**src/rtl/fwd_source_scoreboard.sv**
```systemverilog
// fwd_source_scoreboard: tracks EXE/MEM/WB destinations, publishes forwarding records, detects load-use and memory-wait stalls
module fwd_source_scoreboard #(
   parameter int RBUS     = 32,
   parameter int RADDR    = 4,
   parameter int ZERO_REG = 1,
   parameter int CNT_W    = 16
) (
   input  logic             clk,
   input  logic             rst,
   input  logic             dec_valid,
   input  logic             dec_we,
   input  logic             dec_is_load,
   input  logic [RADDR-1:0] dec_rd,
   input  logic [RADDR-1:0] dec_rs,
   input  logic [RADDR-1:0] dec_rx,
   input  logic             dec_use_rs,
   input  logic             dec_use_rx,
   input  logic             flush,
   input  logic [RBUS-1:0]  exe_result,
   input  logic [RBUS-1:0]  mem_result,
   input  logic [RBUS-1:0]  wb_result,
   input  logic             mem_ready,
   output logic             fw_exe_en,
   output logic [RADDR-1:0] fw_exe_rd,
   output logic [RBUS-1:0]  fw_exe_data,
   output logic             fw_mem_en,
   output logic [RADDR-1:0] fw_mem_rd,
   output logic [RBUS-1:0]  fw_mem_data,
   output logic             fw_wb_en,
   output logic [RADDR-1:0] fw_wb_rd,
   output logic [RBUS-1:0]  fw_wb_data,
   output logic             stall_dec,
   output logic             freeze,
   output logic [CNT_W-1:0] stall_cnt
);
   typedef struct packed {
      logic             valid;
      logic             we;
      logic             is_load;
      logic [RADDR-1:0] rd;
   } ent_t;

   ent_t             e_q, e_d, m_q, m_d, w_q, w_d;
   logic [CNT_W-1:0] cnt_q, cnt_d;
   logic             hazard;

   function automatic logic live(input ent_t x);
      return x.valid & x.we & !((ZERO_REG != 0) && (x.rd == '0));
   endfunction

   // hazard/stall detection, forwarding records and next pipeline state
   always_comb begin
      freeze      = m_q.valid & m_q.is_load & ~mem_ready;
      hazard      = dec_valid & live(e_q) & e_q.is_load &
                    ((dec_use_rs & (dec_rs == e_q.rd)) | (dec_use_rx & (dec_rx == e_q.rd)));
      stall_dec   = freeze | (hazard & ~flush);
      fw_exe_en   = live(e_q) & ~e_q.is_load;
      fw_exe_rd   = e_q.rd;
      fw_exe_data = exe_result;
      fw_mem_en   = live(m_q) & ~freeze;
      fw_mem_rd   = m_q.rd;
      fw_mem_data = mem_result;
      fw_wb_en    = live(w_q);
      fw_wb_rd    = w_q.rd;
      fw_wb_data  = wb_result;
      stall_cnt   = cnt_q;
      e_d         = e_q;
      m_d         = m_q;
      w_d         = w_q;
      if (!freeze) begin
         w_d = m_q;
         m_d = e_q;
         e_d = (flush | hazard | ~dec_valid) ? '0 : {1'b1, dec_we, dec_is_load, dec_rd};
      end
      cnt_d       = (stall_dec && (cnt_q != '1)) ? cnt_q + 1'b1 : cnt_q;
   end

   // stage entries and stall counter, cleared asynchronously
   always_ff @(posedge clk or posedge rst) begin
      if (rst) begin
         e_q   <= '0;
         m_q   <= '0;
         w_q   <= '0;
         cnt_q <= '0;
      end else begin
         e_q   <= e_d;
         m_q   <= m_d;
         w_q   <= w_d;
         cnt_q <= cnt_d;
      end
   end
endmodule

```
**config.mk**
```make
export PLATFORM = sky130hd
export DESIGN_NAME = fwd_source_scoreboard
export DESIGN_NICKNAME = d
export VERILOG_FILES = /design/src/rtl/fwd_source_scoreboard.sv
export SDC_FILE = /design/constraint.sdc
export NUM_CORES = 1
export LEC_CHECK = 0
export CAP_MARGIN = 20
export CORE_MARGIN = 3
export CORE_UTILIZATION = 31
export DETAILED_ROUTE_END_ITERATION = 10
export PLACE_DENSITY = 0.82
export REMOVE_ABC_BUFFERS = 1
export SYNTH_ARGS = -nofsm -noshare
export SYNTH_HDL_FRONTEND = slang
export SYNTH_SLANG_ARGS = --single-unit
```
**constraint.sdc**
```tcl
create_clock -name clk -period 2.2 [get_ports clk]
set_input_delay 0.44 -clock clk [delete_from_list [all_inputs] [get_ports clk]]
set_output_delay 0.44 -clock clk [all_outputs]
set_load 0.02 [all_outputs]
```
==> results by group <==
Pwr
  • Maximum vdd drop: 0.332 mV
  • Leak: 1.26 nW
  • P per Cell Area: 539 nW/um^2
  • Total power: 1.46 mW

Cells and area
  • Share of layout cells above drive strength 1: 0.190
  • Fillers: 830
  • Area Overhead vs Synth: 6.32%
  • Nets@finish: 370
  • Antenna diodes: 0
  • Commonest non-fill, non-tap cells in the layout: clkdlybuf4s50_1, nand2_1, dfrtp_1
  • Final cell utilization of the core: 0.346
  • Register Area: 901 sq um
  • Area occupied by multi-input gates: 820 sq um
  • Most common cell after layout, fill and taps aside: clkdlybuf4s50_1

Timing
  • Hold WS: 0.479 ns
  • Clk_skew: 0.00473 ns
  • Tcrit/Tclk final: 0.980
  • Final hold vios: 0
  • Slew HR: 0.686
  • Worst-Margin Slew: 0.469 ns
  • Unrepaired setup endpoints after global routing: true
  • Final setup viols: 0
  • Final slew viol count: 0
  • FMAX: 464 MHz
  • Clock period minus worst slack: 2.16 ns

Outcome
  • Outcome: finished, final reports clean

Hold path
  • Min-delay worst type: reg -> reg

Logic synthesis
  • Largest cells by area after synthesis: dfrtp_1, buf_4, nand2_1, xor2_1, a22o_1
  • Unique masters post-synth: 36
  • Yosys top cell area share: 0.353
  • Synth Warn #: 0
  • Async set-reset flop share out of synthesis: 1.00
  • Synthesized cell area: 2550 sq um
  • Post-synth top area cell: dfrtp_1
  • Synth Register Bits: 36
  • Synth Flop Type: dfrtp_1
  • Sequential element share of the synthesized area: 0.353
  • Synthesized area per cell: 9.22 sq um
  • EDFF count, synth: 0
  • Cells after Synth: 277

CTS
  • Clk buf depth: 2
  • CTS buffer count: 5
  • Clk root buf: clkbuf_8
  • Worst skew pair latency: 0.27 ns
  • CTS Hold Buffers Added: 0
  • CTS sink cnt: 36
  • CTS tree: built
  • Clock slew at reported path FFs: 0.07 ns
  • CTS H-tree lvls: 2
  • Postcts setup bufs: 0

Drt
  • Via/cell ratio: 4.96
  • Drt first pass iters: 4
  • Residual DRC: 0
  • Routed WL: 11.6 mm
  • DR iter-0 viols: 134
  • Post-DRT Antenna Nets: 0
  • Routed len/inst: 32.7 um
  • Vias: 1756

Worst setup path
  • Crit path DAT: 1.72 ns
  • R2R Setup Slk: 0.16 ns
  • Critical Path Fanout Max: 2
  • Required @ worst endpoint: 1.76 ns
  • Worst-path cell chain: clkdlybuf4s50_1 > xor2_1 > nor3_1 > nand4_1 > a21o_1 > nand2_2 > buf_6
  • Critical path's slowest cell: clkdlybuf4s50_1
  • CP Class: in -> out
  • CP peak stage delay: 0.41 ns
  • CP startpoint kind: input pin
  • CP endpoint kind: output port

Global routing
  • Vias in the first global route: 1768
  • Global-route wire length before repair: 15.4 mm
  • GRT Overall Usage: 0.240
  • Busiest layer in global routing: met2
  • Grt total ovfl: 0
  • Met2 Usage GRT: 0.376
  • Met3 Use GR: 0.183
  • Grt met1 use: 0.168
  • Largest net degree at the start of global routing: 37
  • Initial antenna violation count: 0

Die
  • Die Span Y: 96.8 um
  • CORE AREA: 7850 sq um
  • IO Count: 246
  • Total die area: 9370 sq um
  • Initial Utilization: 0.326
  • Horiz. Die Dim: 96.8 um
  • # rows: 32

Place
  • Hpwl dp: 10.4 mm
  • Placer Congestion: 1.07
  • Port bufs: 53

Job
  • # Max-Cap Violations: 0
-- final cells by class --
class / count / area share
Clock buffer: 7 / 0.0355
Sequential cell: 36 / 0.332
Inverter: 3 / 0.00415
Tap cell: 102 / 0.0470
Multi-Input combinational cell: 124 / 0.302
Timing Repair Buffer: 82 / 0.280
-- cells by family (layout without fill, tap and decap cells) --
family / Yosys count / count (layout) / share of synthesized area
AO/OA/AOI/OAI: 30 / 30 / 0.0975
XOR/XNOR: 19 / 19 / 0.0651
flip-flops: 36 / 36 / 0.353
buffers and inverters: 117 / 92 / 0.333
multiplexers: 3 / 3 / 0.0132
AND/OR/NAND/NOR: 71 / 71 / 0.133
adder cells (fa/ha/maj): 1 / 1 / 0.00490
-- repair_timing --
| item | in CTS | in global routing |
|---|---|---|
| setup endpoints to repair | 4 | 17 |
| hold endpoints to repair | 0 | 0 |
| pin swaps | 3 | 6 |
| resized for setup | 8 | 6 |
| cloned | 0 | 0 |
-- flip-flops by register name, summed over array words and instances, names as in the netlist --
name and flops:
m_q 3, stall_cnt 16, e_q 3, fw_wb_rd 4, fw_exe_rd 4, fw_mem_rd 4
w_q 2
-- critical path, delay by kind of cell --
kind	cells	cell delay [ns]
buffers and inverters	2	0.52
xor gates and xnor gates	1	0.14
and+or+nand+nor	3	0.40
AOI/OAI and AO/OA	1	0.22
-- per-layer routing --
metal  part of all wire  up-vias
met3               0.17       42
met4               0.14        0
met2               0.46      183
li1                   -      757
met1               0.23      774
met5                  0        -
-- per-stage QoR --
stage | cell area (sq um) | instances | TNS, ns | worst slack (ns)
2_1_floorplan | 1710 | 163 | -3.09 | -0.338
3_3_place_gp | 2600 | 347 | -3.26 | -0.494
3_5_place_dp | 2600 | 347 | -4.04 | -0.519
4_1_cts | 2690 | 354 | -0.0412 | -0.0412
5_1_grt | 2720 | 354 | -0.104 | -0.0952
6_report | 2720 | 354 | 0 | 0.0430
-- cell usage after synthesis (3+ instances only) --
library cell / n
a211oi_1: 4
a21oi_1: 4
a22o_1: 6
and3_1: 5
buf_4: 108
clkbuf_1: 3
dfrtp_1: 36
nand2_1: 42
nand2b_1: 3
nand3_1: 3
nand4_1: 3
nor2_1: 4
nor3_1: 5
o211ai_1: 4
xnor2_1: 6
xor2_1: 13
-- worst paths after layout --
kind | from | to | depth (start not counted)
min | w_q[5]$_DFFE_PP0N_ | w_q[5]$_DFFE_PP0N_ | 2
min reg2reg | w_q[5]$_DFFE_PP0N_ | w_q[5]$_DFFE_PP0N_ | 2
max reg2reg | fw_exe_rd[0]$_DFFE_PP0N_ | stall_cnt[11]$_DFFE_PP0P_ | 8
max in group asynchronous | rst | stall_cnt[3]$_DFFE_PP0P_ | 3
min in group asynchronous | rst | stall_cnt[14]$_DFFE_PP0P_ | 3
max | dec_rx[3] | stall_dec | 7
-- power breakdown --
part           internal (mW)  total, mW  switching, mW  leakage, nW
combinational          0.129      0.235          0.106        0.725
sequential             0.696      0.733         0.0366        0.488
clock                  0.279      0.497          0.218       0.0503
total                   1.10       1.47          0.361         1.26
Power figures use the tool's default switching activity.
